[src/rtl/lzd_pkg.sv]
// Shared widths for the 48-bit leading-zero detector and its 8-bit group slices.
// Constants only; no logic, no latency, no flow control.
package lzd_pkg;
   localparam int LZD_BITS   = 48;
   localparam int P_BITS     = 6;
   localparam int GROUP_BITS = 8;
   localparam int NUM_GROUPS = LZD_BITS / GROUP_BITS;
endpackage

[src/rtl/lzd_8.sv]
// lzd_8: combinational 8-bit leading-zero count built from 2-bit leaves and 4-bit merges.
// Zero latency; no flow control. cnt reads 7 when dat is zero and vld is low.
module lzd_8
   import lzd_pkg::*;
(
   input  logic [GROUP_BITS-1:0] dat,
   output logic [2:0]            cnt,
   output logic                  vld
);

   logic [3:0] pair_vld;
   logic [3:0] pair_cnt;
   logic [1:0] quad_vld;
   logic [1:0] quad_cnt [2];

   for (genvar i = 0; i < 4; i++) begin : g_pair
      assign pair_vld[i] = dat[2*i+1] | dat[2*i];
      assign pair_cnt[i] = ~dat[2*i+1];
   end

   // Upper half wins when it holds a one; otherwise its full width counts as zeros.
   for (genvar j = 0; j < 2; j++) begin : g_quad
      assign quad_vld[j] = pair_vld[2*j+1] | pair_vld[2*j];
      assign quad_cnt[j] = pair_vld[2*j+1] ? {1'b0, pair_cnt[2*j+1]}
                                           : {1'b1, pair_cnt[2*j]};
   end

   assign vld = quad_vld[1] | quad_vld[0];
   assign cnt = quad_vld[1] ? {1'b0, quad_cnt[1]} : {1'b1, quad_cnt[0]};

endmodule

[src/rtl/lzd_48.sv]
// lzd_48: registered 48-bit leading-zero count (p) and nonzero flag (v); latency 1 cycle.
// No backpressure: a new operand is accepted on every rising edge.
module lzd_48 #(
   parameter int LZD_BITS = lzd_pkg::LZD_BITS,
   parameter int P_BITS   = lzd_pkg::P_BITS
) (
   input  logic                clk,
   input  logic                rst_n,
   input  logic [LZD_BITS-1:0] a,
   output logic [P_BITS-1:0]   p,
   output logic                v
);
   import lzd_pkg::*;

   logic [NUM_GROUPS-1:0] grp_vld;
   logic [2:0]            grp_cnt [NUM_GROUPS];
   logic [P_BITS-1:0]     p_nxt;
   logic                  v_nxt;

   for (genvar gi = 0; gi < NUM_GROUPS; gi++) begin : g_grp
      lzd_8 u_grp (
         .dat (a[gi*GROUP_BITS +: GROUP_BITS]),
         .cnt (grp_cnt[gi]),
         .vld (grp_vld[gi])
      );
   end

   // Scan low to high so the most significant nonzero group has the final say.
   always_comb begin
      p_nxt = '0;
      for (int g = 0; g < NUM_GROUPS; g++) begin
         if (grp_vld[g]) begin
            p_nxt = P_BITS'((NUM_GROUPS - 1 - g) * GROUP_BITS) + P_BITS'(grp_cnt[g]);
         end
      end
   end

   assign v_nxt = |grp_vld;

   always_ff @(posedge clk or negedge rst_n) begin
      if (!rst_n) begin
         p <= '0;
         v <= 1'b0;
      end else begin
         p <= p_nxt;
         v <= v_nxt;
      end
   end

endmodule

[config.mk]
export PLATFORM = sky130hd
export DESIGN_NAME = lzd_48
export DESIGN_NICKNAME = d
export VERILOG_FILES = /design/src/rtl/lzd_pkg.sv /design/src/rtl/lzd_8.sv /design/src/rtl/lzd_48.sv
export SDC_FILE = /design/constraint.sdc
export NUM_CORES = 1
export LEC_CHECK = 0
export CAP_MARGIN = 20
export CORE_MARGIN = 2
export CORE_UTILIZATION = 50
export CTS_CLUSTER_SIZE = 40
export DETAILED_ROUTE_END_ITERATION = 7
export DONT_BUFFER_PORTS = 1
export HOLD_SLACK_MARGIN = 0.03
export PLACE_DENSITY = 0.68
export SYNTH_ARGS = -nofsm -noshare
export SYNTH_HDL_FRONTEND = slang
export SYNTH_SLANG_ARGS = --single-unit
[constraint.sdc]
create_clock -name clk -period 0.8 [get_ports clk]
set_input_delay 0.08 -clock clk [delete_from_list [all_inputs] [get_ports clk]]
set_output_delay 0.08 -clock clk [all_outputs]
set_load 0.02 [all_outputs]
Word level (Yosys, flattened, before mapping). Index checks and enable logic that the tools add are counted.

Equality and inequality tests: 0. Add/sub/neg operators: 5. Mux-type cells: 24. Order comparisons: 0. Reduce and logical (&&, ||, !) cells: 1. Multiply operators: 0. Bitwise logic cells: 66. Div/mod/pow operators: 0. Shift-type cells: 0.

Operators by type and width (number): 1-bit bitwise OR (42); 6-bit two-way mux (6); 2-bit two-way mux (12); 1-bit inverter (24); 3-bit two-way mux (6); 5-bit by 3-bit adder with 6-bit output (first input constant) (2); 6-bit by 3-bit adder with 6-bit output (first input constant) (2); 6-bit OR reduction (1); 4-bit by 3-bit adder with 5-bit output (first input constant) (1).

RAM bits: 0. Memories: 0. Bits of input ports: 50. Word-level logic and storage cells: 98. Flip-flop bits (word level): 7. Bits in latches: 0. Output and inout bits: 7. Memory bits (read-only): 0.

Depth between registers and ports, before layout. Gate-level depths: netlist of run 1.

Depth after elaboration: 10. Depth in mapped cells: 6. Gate-level depth less buffers: 5.

Modules after synthesis. A second synthesis of run 1 with hierarchy kept.

Cells, all modules: 101. Area, all modules: 740.7 um^2.

Modules (own cells, without submodules): lzd_8 (cells an instance 11, sequential area each 0.0 um^2, area each 62.6 um^2, instances 6); lzd_48 (cells an instance 35, sequential area each 175.2 um^2, area each 365.4 um^2, instances 1).

Least setup slack after synthesis of run 1. OpenSTA, ideal clock, no wires.

Path kind: input to register. Start: input port a[42]. End: register p[1]. Stages on the path: 5. Required time: 0.680 ns. Slack: -0.880 ns. Setup time: 0.120 ns. Arrival: 1.559 ns. Buffers on the path: 0. Path through: or4_4 > or4_4 > nor2_4 > nand2_1 > o211a_1.

Longest elaborated chain between the ends: 4. Elaborated cells between the ends (all ways): 6. Classes of those cells: 3 x mux; 3 x bitwise.

RTL lines: from (decl) (line lzd_48.sv:9) `input logic [LZD_BITS-1:0] a,`; 1-bit bitwise OR (*) (line lzd_8.sv:17) `assign pair_vld[i] = dat[2*i+1] | dat[2*i];`; 2-bit two-way mux or 1-bit bitwise OR (tied branches) (line lzd_8.sv:24, lzd_8.sv:23); 3-bit two-way mux or 1-bit bitwise OR (tied branches) (line lzd_8.sv:29, lzd_8.sv:28); 6-bit two-way mux (*) (line lzd_48.sv:32) `if (grp_vld[g]) begin`; named net p_nxt[1] (line lzd_48.sv:17) `logic [P_BITS-1:0] p_nxt;`; to (signal assigned) (line lzd_48.sv:45) `p <= p_nxt;`; to (decl) (line lzd_48.sv:10) `output logic [P_BITS-1:0] p,`.

Mark *: on every way through the listed nets, which the timed path passes. The rest lies on a longest branch.

Worst setup path in the final report of run 1.
Start: input port a[38]. End: register p[1].

Longest elaborated chain between the ends: 6. Elaborated cells between the ends (all ways): 8. Classes of those cells: 1 x add/sub; 4 x mux; 3 x bitwise.

RTL lines: 1-bit bitwise OR (*) (line lzd_8.sv:17); 2-bit two-way mux or 1-bit bitwise OR (tied branches) (line lzd_8.sv:24, lzd_8.sv:23); 3-bit two-way mux (line lzd_8.sv:29) `assign cnt = quad_vld[1] ? {1'b0, quad_cnt[1]} : {1'b1, quad_cnt[0]};`; 4-bit by 3-bit adder with 5-bit output (line lzd_48.sv:33) `p_nxt = P_BITS'((NUM_GROUPS - 1 - g) * GROUP_BITS) + P_BITS'(grp_cnt[g]);`; 6-bit two-way mux (*) (2 in series) (line lzd_48.sv:32); named net p_nxt[1] (line lzd_48.sv:17).

Marks and branches as above.

==> flow_metrics.tcl, run 1 <==
set metrics [dict create \
    status "finished, violations left" \
    violations "negative setup slack" \
    timing.final.crit_period_ps 1420 \
    cts_tree "done" \
    multi_input_area_sq_um 637 \
    synth_fp_nets 155 \
    seq_power_share_pct 44.3 \
    fp.dieW_um 42.6 \
    rows 13 \
    p_sw_mw 0.197 \
    rsz0062_at_grt "true" \
    crit_required_ps 930 \
    power.leakage_nw 0.393 \
    fp.coreArea_sq_mm 0.00135 \
    hold_ws_ps 40.8 \
    ys_async_sr_fraction_pct 100 \
    cts_sinks 7 \
    worstHoldEndpoint "p[1]" \
    ctsHoldBuffers 1 \
    globalRouteTotalUtil_pct 24.8 \
    tightest_slew_ps 626 \
    fin_nets 178 \
    synth_edf_count 0 \
    routed-wl-met2_um 976 \
    setup_viol 7 \
    ys.flop_type "dfrtp_1" \
    wl_met1_um 842 \
    peakVddDrop_uv 334 \
    cts_made_buffers 3 \
    routedWlPerCell_um 14.0 \
    dr.pass1.iters 4 \
    regArea_sq_um 175 \
    cts.root.buffer_cell "clkbuf_4" \
    synth_seq_cells 7 \
    hold_viol 0 \
    postRouteAntennaNets 0 \
    slew_viol_final 0 \
    p_per_area_mw_per_mm2 819 \
    startpoint_type "primary input" \
    totalWireLength_um 1990 \
    n_antenna_cell 0 \
    area_growth_pct 39.4 \
    dpl.hpwl_um 1660 \
    syn_inst 105 \
    hold_path_depth 2 \
    worstPathMaxFanout 4 \
    die_y_um 42.6 \
    drcViolationCount 0 \
    top_layer "met3" \
    grt_antenna_before_repair 0 \
    dr_wl_met3_um 167 \
    start_util_pct 55.1 \
    power.share.switching_pct 23.3 \
    grt.overflow.total 0 \
    max_slew_margin_pct 57.9 \
    fin_crit_sh_pct 177 \
    clk_pin_slew_ps 50 \
    viasPerCell 6.45 \
    avgSynthCellArea_sq_um 7.08 \
    clock_path_buffers 2 \
    intPower_mw 0.651 \
    grt_max_degree 8 \
    grt_pass1_vias 941 \
    hold_path_class "primary input to register" \
    yosysUniqueCellTypes 27 \
    p_clk_share_pct 35.1 \
    io_pins 57 \
    hold_start "a[47]" \
    maxCapViolCount 0 \
    grt_pass1_wl_um 3530 \
    finalPower_mw 0.848 \
    fillerInstances 100 \
    final.setup.worst_slack_ps -619 \
    yosysWarnings 0 \
    pwr-share-comb_pct 20.6 \
    first_iter_violations 19 \
    drive_gt1_share_pct 34.6 \
    synth_area_sq_um 743 \
    end_kind "register" \
    path_class "primary input to register" \
    placement.io_buffers 0 \
    h-tree-depth 1 \
    synth_seq_area_share_pct 23.6 \
    place_congestion 0.783 \
    vias 916 \
    fmax_ghz 0.705 \
    cp.arrival_ps 1550 \
    dieArea_sq_mm 0.00181 \
]
## repair_timing
action	in CTS	in global routing
buffers inserted	2	1
hold endpoints to repair	8	1
pin swaps	5	3
gates resized for setup	8	9
setup endpoints to repair	7	7
## critical path, cell delays in order
cell and delay (ps):
or4_4 530, or4_4 570, nor2_4 100, nand2_1 60, o211a_1 210
## layout make-up
cell class	count	area share, %
multi-input cells	90	61.5
flip-flops and latches	7	16.9
repair buffers	19	14.7
clock buffers	4	2.54
inverters	7	2.54
well taps	15	1.81
## routing by layer
metal  vias to the layer above  global-route usage [%]
met5                         -                       0
met4                         0                    7.50
met3                         0                    2.59
met2                        49                    45.5
met1                       421                    29.6
li1                        446                       -
## worst max path at each step
stage | from | to | slack (ps) | cells after the start
finish | a[38] | p[1] | -620 | 5
global route | a[38] | p[1] | -650 | 5
CTS | a[45] | p[1] | -590 | 5
detailed placement | a[46] | p[1] | -850 | 5
global placement | a[46] | p[1] | -820 | 5
floorplan | a[42] | p[1] | -820 | 5
## kinds of logic after synthesis
group | count (synthesis) | synth area share (%)
flip-flops | 7 | 23.6
AO/OA/AOI/OAI | 33 | 28.3
buffers and inverters | 8 | 4.04
AND/OR/NAND/NOR | 57 | 44.1
## power by group through the flow
stage / Combinational, mW / Sequential (mW) / Clock [mW]
final: 0.175 / 0.376 / 0.298
after global routing: 0.196 / 0.376 / 0.327
after CTS: 0.165 / 0.376 / 0.309
after detailed placement: 0.149 / 0.381 / 0
after global placement: 0.146 / 0.381 / 0
after floorplan: 0.111 / 0.381 / 0
## sequential cells by signal (all words and copies together) (netlist names)
register and cells:
p 6, v 1
## per-stage QoR
stage | util (%) | worst slack (ps) | cells | setup TNS, ps | cell area, sq um
2_1_floorplan | - | -817 | 105 | -4110 | 777
3_3_place_gp | 67.6 | -821 | 135 | -4690 | 912
3_5_place_dp | 67.6 | -848 | 135 | -4810 | 912
4_1_cts | 73.4 | -592 | 142 | -3110 | 991
5_1_grt | 76.7 | -648 | 142 | -3450 | 1040
6_report | 76.7 | -619 | 142 | -3220 | 1040
## synth_stat cells (2+ instances only)
cell	number	area [sq um]
a211oi_1	2	15.0
a21oi_1	10	50.1
a31oi_1	4	25.0
and2_1	2	12.5
dfrtp_1	7	175
inv_1	7	26.3
nand2_1	4	15.0
nand2b_1	3	18.8
nand4_1	2	12.5
nor2_1	17	63.8
nor2b_1	3	18.8
nor3_1	7	35.0
nor4_1	6	37.5
o21ai_0	7	35.0
o31a_1	2	17.5
o31ai_1	5	37.5
or4_1	5	37.5
or4_4	3	33.8
## cell usage in the layout (no fill, tap or decap)
master / n
buf_4: 16
nor2_1: 15
a21oi_1: 8
or4_4: 7
inv_1: 7
dfrtp_1: 7
nor3_1: 6
o31ai_1: 5
nor4_1: 4
o21ai_1: 4
nand2_1: 4
a31oi_1: 3
nor2b_1: 3
clkbuf_4: 3
nor4_2: 2
and2_1: 2
a21oi_2: 2
a211oi_2: 2
nor2_2: 2
nand4_1: 2
o21ai_0: 2
nand2b_1: 2
o31a_1: 2
buf_6: 2
or4_1: 1
nand2b_4: 1
nor4b_4: 1
or2_4: 1
o21ai_2: 1
a31oi_4: 1
nor2_4: 1
nor3_2: 1
o211a_1: 1
o41a_1: 1
nor3b_1: 1
o311ai_0: 1
or3b_2: 1
clkbuf_1: 1
dlygate4sd3_1: 1
(Power assumes the default switching activity.)
==> run 2: changes to the inputs <==
--- a/config.mk
+++ b/config.mk
@@ -12,7 +12,6 @@
 export DETAILED_ROUTE_END_ITERATION = 7
 export DONT_BUFFER_PORTS = 1
 export HOLD_SLACK_MARGIN = 0.03
-export PLACE_DENSITY = 0.68
 export SYNTH_ARGS = -nofsm -noshare
 export SYNTH_HDL_FRONTEND = slang
 export SYNTH_SLANG_ARGS = --single-unit
==> constraint.sdc (replaced) <==
create_clock -name clk -period 1.4 [get_ports clk]
set_input_delay 0.14 -clock clk [delete_from_list [all_inputs] [get_ports clk]]
set_output_delay 0.14 -clock clk [all_outputs]
set_load 0.02 [all_outputs]
==> run 2 against run 1 <==
Against the previous run: the run still ends with negative setup slack left; critical path depth unchanged; sequential power decreased by 43%; critical path type unchanged; sequential share of layout area increased by 2.1 points; global-route usage decreased by 2.7 points.
==> flow_metrics.tcl, run 2 (same netlist as run 1, synthesis figures left out) <==
set metrics [dict create \
    grt_pass1_vias 918 \
    globalRouteTotalUtil_pct 22.0 \
    startpoint_type "primary input" \
    crit_buf_inv 0 \
    h-tree-depth 1 \
    rows 13 \
    start_util_pct 55.1 \
    fin_crit_sh_pct 103 \
    power.leakage_nw 0.353 \
    postRouteAntennaNets 0 \
    hold_viol 0 \
    crit_chain "or4_1, or4_4, nor2_4, nand2_1, o211a_1" \
    clk_pin_slew_ps 50 \
    largest_reg_flops 6 \
    cts_sinks 7 \
    crit_required_ps 1530 \
    cp.arrival_ps 1570 \
    tightest_slew_ps 397 \
    grt_max_degree 8 \
    maxCapViolCount 0 \
    max_slew_margin_pct 73.3 \
    place_congestion 0.815 \
    dr.pass1.iters 4 \
    hold_path_class "primary input to register" \
    rsz0062_at_grt "true" \
    clock_path_buffers 2 \
    grt_pass1_wl_um 3160 \
    grt.overflow.total 0 \
    slew_viol_final 0 \
    drcViolationCount 0 \
    p_per_area_mw_per_mm2 513 \
    viasPerCell 6.23 \
    routedWlPerCell_um 13.1 \
    grt_antenna_before_repair 0 \
    hold_start "a[47]" \
    n_antenna_cell 0 \
    cts_resized 0 \
    fin_nets 173 \
    final.setup.worst_slack_ps -36.1 \
    crit_slowest_cell "or4_4" \
    end_kind "register" \
    layout_common_cells "17 x nor2_1, 13 x buf_4, 10 x a21oi_1" \
    setup_viol 1 \
    violations "negative setup slack" \
    worstHoldEndpoint "p[1]" \
    path_delay_family "simple AND/OR/NAND/NOR gates" \
    fp.coreArea_sq_mm 0.00135 \
    io_pins 57 \
    vias 854 \
    cts_made_buffers 3 \
    placement.io_buffers 0 \
    die_y_um 42.6 \
    reg_top3 "p: 6 flops, v: 1 flops" \
    top_register "p" \
    area_growth_pct 24.1 \
    crit_path_max_incr_delay_ps 560 \
    hold_path_depth 2 \
    final_area_sq_um 922 \
    dpl.hpwl_um 1580 \
    cts_tree "done" \
    totalWireLength_um 1800 \
    hold_ws_ps 93.4 \
    fmax_ghz 0.696 \
    timing.final.crit_period_ps 1440 \
    fp.dieW_um 42.6 \
    status "finished, violations left" \
    cts.root.buffer_cell "clkbuf_4" \
    worstPathMaxFanout 4 \
    drive_gt1_share_pct 21.3 \
    first_iter_violations 11 \
    dieArea_sq_mm 0.00181 \
    peakVddDrop_uv 206 \
    dpl_cell_area_sq_um 886 \
    layout_commonest_cell "nor2_1" \
    path_class "primary input to register" \
]
-- run 2: cell types whose count changed in the layout (fill, tap and decap cells not counted), sizes merged --
cell,before,now
buf,18,13
-- run 2: cell type report --
cell class              instances  area (sq um)
fillers                       124           428
clock buffers                   4          26.3
well taps                      15          18.8
multi-input cells              90           568
repair buffers                 14           108
inverters                       7          26.3
flip-flops and latches          7           175
-- run 2: stage by stage --
step / total power, mW / worst slack, ps / TNS (ps) / utilization [%] / std cells
floorplan: 0.280 / -277 / -585 / - / 105
global placement: 0.297 / -286 / -1010 / 65.6 / 132
detailed placement: 0.298 / -296 / -1050 / 65.6 / 132
CTS: 0.479 / -35.7 / -35.7 / 68.3 / 137
global route: 0.501 / -77.2 / -125 / 68.3 / 137
finish: 0.473 / -36.1 / -36.1 / 68.3 / 137
-- run 2: how the worst max path moves through the flow --
stage	startpoint	endpoint	slack [ps]	depth (start not counted)
floorplan	a[42]	p[1]	-280	5
global placement	a[46]	p[1]	-290	5
detailed placement	a[46]	p[1]	-300	5
CTS	a[45]	p[1]	-40	5
global route	a[45]	p[1]	-80	5
finish	a[45]	p[1]	-40	5
-- run 2: power breakdown --
group	switching, mW	internal (mW)	leakage, nW
Clock	0.0643	0.108	0.0150
Sequential	0.00717	0.207	0.0901
Combinational	0.0371	0.0486	0.248
Total	0.109	0.364	0.353
-- run 2: timing repair --
item	in CTS	in global routing
pin swaps	1	0
hold buffers	1	0
buffers inserted	0	0
setup endpoints to repair	1	3
cloned	0	0
hold endpoints to repair	7	0
-- run 2: per-layer routing --
metal | vias to the layer above | track usage (%) | part of all wire, %
met4 | 0 | 10.0 | 1.2
li1 | 439 | - | -
met3 | 3 | 3.02 | 8.0
met1 | 367 | 25.6 | 46
met2 | 45 | 39.4 | 45
met5 | - | 0 | 0
==> run 3: changes to the inputs <==
--- a/config.mk
+++ b/config.mk
@@ -15,3 +15,4 @@
 export SYNTH_ARGS = -nofsm -noshare
 export SYNTH_HDL_FRONTEND = slang
 export SYNTH_SLANG_ARGS = --single-unit
+export TNS_END_PERCENT = 30
==> constraint.sdc (replaced) <==
create_clock -name clk -period 1.4 [get_ports clk]
set_input_delay 0.14 -clock clk [delete_from_list [all_inputs] [get_ports clk]]
set_output_delay 0.14 -clock clk [all_outputs]
set_load 0.01 [all_outputs]
==> run 3 against run 2 <==
Against the previous run: the flow still finishes with violations (negative setup slack); via count is 2.1% higher; hold slack better by 7.4 ps; first-iteration DRC count is 9.1% higher; sequential share of layout area is 0.50 points higher; largest cell class unchanged; final cell count stayed put; highest routed layer unchanged.
==> flow_metrics.tcl, run 3 (same netlist as run 1, synthesis figures left out) <==
set metrics [dict create \
    tightest_slew_ps 480 \
    grt.overflow.total 0 \
    io_pins 57 \
    n_antenna_cell 0 \
    grt_max_degree 8 \
    dr_wl_met3_um 183 \
    intPower_mw 0.362 \
    pwr-share-comb_pct 17.7 \
    hold_viol 0 \
    viasPerCell 6.36 \
    clock_path_buffers 2 \
    cts.root.buffer_cell "clkbuf_4" \
    status "finished, violations left" \
    hold_ws_ps 101 \
    clk_pin_slew_ps 50 \
    setup_viol 3 \
    stdcell_count 137 \
    vias 872 \
    fin_crit_sh_pct 104 \
    path_class "primary input to register" \
    cts_sinks 7 \
    fin_nets 173 \
    crit_slowest_cell "or4_4" \
    final.setup.worst_slack_ps -57.1 \
    h-tree-depth 1 \
    drive_gt1_share_pct 18.9 \
    routed-wl-met2_um 980 \
    top_register "p" \
    cp.arrival_ps 1590 \
    start_util_pct 55.1 \
    place_congestion 0.788 \
    fp.dieW_um 42.6 \
    fp.coreArea_sq_mm 0.00135 \
    largest_reg_flops 6 \
    routedWlPerCell_um 14.5 \
    p_sw_mw 0.109 \
    slew_viol_final 0 \
    postRouteAntennaNets 0 \
    rows 13 \
    grt_pass1_vias 898 \
    timing.final.crit_period_ps 1460 \
    seq_power_share_pct 44.8 \
    globalRouteTotalUtil_pct 23.9 \
    setup_tns_ps -76.5 \
    dieArea_sq_mm 0.00181 \
    grt_pass1_wl_um 3390 \
    dpl.hpwl_um 1690 \
    cts_made_buffers 3 \
    reg_top3 "p: 6 flops, v: 1 flops" \
    power.share.switching_pct 23.1 \
    totalWireLength_um 1980 \
    die_y_um 42.6 \
    dp.cells 132 \
    layout_commonest_cell "nor2_1" \
    area_growth_pct 20.9 \
    top_layer "met4" \
    dr.pass1.iters 4 \
    maxCapViolCount 0 \
    final_util_pct 66.5 \
    worstPathMaxFanout 5 \
    wl_met1_um 801 \
    startpoint_type "primary input" \
    grt_antenna_before_repair 0 \
    peakVddDrop_uv 201 \
    crit_required_ps 1530 \
    max_slew_margin_pct 67.7 \
    placement.io_buffers 0 \
    drcViolationCount 0 \
    crit_chain "or4_1, or4_4, nor2_4, nand2_1, o211a_1" \
    violations "negative setup slack" \
    p_per_area_mw_per_mm2 524 \
    fillerInstances 117 \
    rsz0062_at_grt "true" \
    end_kind "register" \
    hold_path_class "primary input to register" \
    crit_path_max_incr_delay_ps 560 \
    layout_common_cells "17 x nor2_1, 13 x buf_4, 10 x a21oi_1" \
    cts_tree "done" \
    first_iter_violations 12 \
    fmax_ghz 0.686 \
    power.leakage_nw 0.343 \
    p_clk_share_pct 37.5 \
    dp_slack_ps -306 \
]
## run 3: cell counts in the layout (fill, tap and decap cells not counted)
Identical to the previous run, type by type.
## run 3: worst max-delay path: cells and delay by family
family	cells	cell delay (ps)
AOI/OAI and AO/OA	1	210
and+or+nand+nor	4	1230
## run 3: final timing paths
| kind | from | end | slack, ps | cells after the start |
|---|---|---|---|---|
| max | a[46] | p[1] | -60 | 5 |
| min | a[47] | p[1] | 100 | 2 |
| max in group asynchronous | rst_n | p[4] | 940 | 1 |
| min in group asynchronous | rst_n | p[5] | 220 | 1 |
## run 3: area by class of cell
| cell class | instances | area [sq um] | area share [%] |
|---|---|---|---|
| multi-input cells | 90 | 544 | 60.6 |
| repair buffers | 14 | 108 | 12.0 |
| inverters | 7 | 26.3 | 2.92 |
| clock buffers | 4 | 26.3 | 2.92 |
| well taps | 15 | 18.8 | 2.09 |
| flip-flops and latches | 7 | 175 | 19.5 |
## run 3: through the flow
step                      instance area (sq um)  total power [mW]
after CTS                                   898             0.475
after global routing                        898             0.498
after detailed placement                    856             0.291
after global placement                      856             0.290
after floorplan                             743             0.273
final                                       898             0.471
## run 3: repair_timing
item / in CTS / in global routing
resized for setup: 1 / 0
pin swaps: 2 / 1
setup buffers: 0 / 0
hold endpoints to repair: 7 / 0
hold buffers: 1 / 0
setup endpoints to repair: 4 / 4
## run 3: power by group through the flow
| stage | Clock (mW) | Combinational (mW) | Sequential (mW) |
|---|---|---|---|
| floorplan | 0 | 0.0589 | 0.214 |
| finish | 0.177 | 0.0831 | 0.211 |
| global route | 0.191 | 0.0954 | 0.211 |
| global placement | 0 | 0.0752 | 0.214 |
| CTS | 0.180 | 0.0833 | 0.211 |
| detailed placement | 0 | 0.0764 | 0.214 |
## run 3: layer usage
| layer | GRT usage (%) | vias up |
|---|---|---|
| li1 | - | 440 |
| met1 | 27.3 | 383 |
| met2 | 42.5 | 47 |
| met3 | 6.47 | 2 |
| met4 | 7.50 | 0 |
| met5 | 0 | - |
==> RTL change: new RTL, flow settings as in run 2 <==
The package constant `P_BITS` goes from 6 to 3.
--- a/src/rtl/lzd_pkg.sv
+++ b/src/rtl/lzd_pkg.sv
@@ -4,3 +4,3 @@
    localparam int LZD_BITS   = 48;
-   localparam int P_BITS     = 6;
+   localparam int P_BITS     = 3;
    localparam int GROUP_BITS = 8;
Ports: changed (resized p); port bits go from 57 to 54. No check against the original RTL was run, so the function may have changed too.
==> RTL change against run 2 <==
- final area fell by 18%
- wire length is 11% lower
- global-route usage is 1.0 points higher
- sequential cell count shrank 3
- power is 27% lower
- via count decreased by 12%
- setup slack improved by 0.25 ns
- area after synthesis decreased by 13%
- largest power group is now the clock network
==> RTL change: results (changes against run 2) <==
stage,metric,value,unit,change
finish,nFillCells,107,,-14%
detailed_routing,wl_per_cell,13.7,um,+4.6%
yosys,yosysSeqAreaShare,0.155,,-0.0804
global_route,grt_pass1_vias,728,,-21%
finish,top_regs,"p (3), v (1)",,
critical_path,crit_family,simple AND/OR/NAND/NOR gates,,
yosys,synth-xor-area-share,0,,unchanged
cts,cts.path.max_buffers,2,,unchanged
yosys,synthMuxAreaShare,0,,unchanged
yosys,async_reset_ff_frac,1.00,,unchanged
critical_path,arrival,1.28,ns,-0.29 ns
global_route,antenna_found_initial,0,,unchanged
min_path,hold_start,a[46],,
power,p_leak,0.247,nW,-30%
cts,clk_pin_slew,0.04,ns,
power,peakVddDrop,154,uV,-25%
sta,slew_headroom,0.771,,+0.0377
yosys,synth_common_cells,"nor2_1 (12), nor3_1 (8), nor4_1 (7), inv_1 (6)",,
yosys,synthTopCellsByArea,"dfrtp_1 (16%), nor2_1 (7.0%), nor4_1 (6.8%)",,
cts,ctsHtreeMaxLevel,1,,unchanged
finish,drive_above_1_share,0.176,,-0.0366
critical_path,critPathMaxFanout,3,,-1
finish,diodes,0,,unchanged
cts,cts_buffers,3,,unchanged
detailed_routing,first_iter_violations,9,,-2
global_route,grt_pass1_wl,2.54,mm,-20%
detailed_routing,vias,748,,-12%
finish,fin_nets,154,,-11%
critical_path,critical-path-max-stage-delay,0.55,ns,
placement,place_hpwl,1.45,mm,-8.6%
global_route,grt_util_all_layers,0.230,,+0.00996
yosys,synth_fa_ha_area_frac,0,,unchanged
placement,placed_area,722,um^2,-19%
cts,cts_resized,0,,unchanged
global_route,grt_max_degree,5,,-3
critical_path,crit_slowest_cell,or4_4,,
min_path,hold_class,in2reg,,
cts,cts_root_buffer,clkbuf_4,,
yosys,synth_cell_types,30,,+11%
detailed_routing,dr.pass1.iters,4,,unchanged
yosys,synth_nets,140,,-9.7%
critical_path,crit_path_start,a[26],,
placement,dp_slack,-0.0246,ns,+0.271 ns
yosys,synth_compound_area_frac,0.311,,+0.0279
placement,io_buffers,0,,unchanged
floorplanning,fp-row-count,12,,-1
finish,syn_to_final_growth,17.1,%,
yosys,synth_flop_cell,dfrtp_1,,
yosys,ys_warn_count,0,,unchanged
run_status,status,completed,,
placement,finalWeightedCongestion,0.776,,-4.7%
## RTL change: cell count changes in the layout (fill, tap and decap cells not counted), moves of 4 or more
cell,change
a21oi_1,-6
nor2_1,-5
o31ai_1,-4
buf_4,-5
o21bai_1,+5
a31oi_1,-4
## RTL change: kinds of logic (layout without fill, tap and decap cells)
group	count (synthesis)	after routing
AO/OA/AOI/OAI	28	28
AND/OR/NAND/NOR	52	52
flip-flops	4	4
buffers and inverters	6	18
## RTL change: power breakdown
part,switching [W],internal (W)
Combinational,0.0000329,0.0000454
Clock,0.0000443,0.0000957
Sequential,0.00000721,0.000121
Total,0.0000844,0.000262
## RTL change: cell type report
cell class,count,area share
tap,14,0.0232
timing repair buffer,9,0.0929
inverter,6,0.0299
sequential,4,0.133
clock buffer,3,0.0299
multi-input combinational,80,0.692
## RTL change: repair_timing
| item | CTS | global route |
|---|---|---|
| endpoints found under the hold margin | 4 | 0 |
| setup buffers | 0 | 0 |
| setup endpoints to repair | 0 | 0 |
| hold buffers | 1 | 0 |
## RTL change: per-stage QoR
step	std cells	setup TNS (ns)	total power [W]
final	116	0	0.000346
after global routing	116	0	0.000369
after CTS	116	0	0.000352
after detailed placement	112	-0.0362	0.000204
after global placement	112	-0.0194	0.000203
after floorplan	90	0	0.000187
## RTL change: per-layer routing
metal	routed length, um	vias to the layer above	global-route usage
li1	-	380	-
met4	0	0	0.0517
met3	152	0	0.0795
met1	652	328	0.243
met2	784	40	0.427
met5	0	-	0
## RTL change: worst paths after layout
| check | slack [ns] | depth (start not counted) | endpoint |
|---|---|---|---|
| setup / recovery | 0.22 | 4 | v |
| hold / removal | 0.1 | 2 | p[0] |
| max in group asynchronous | 1.05 | 1 | p[2] |
| min in group asynchronous | 0.18 | 1 | v |
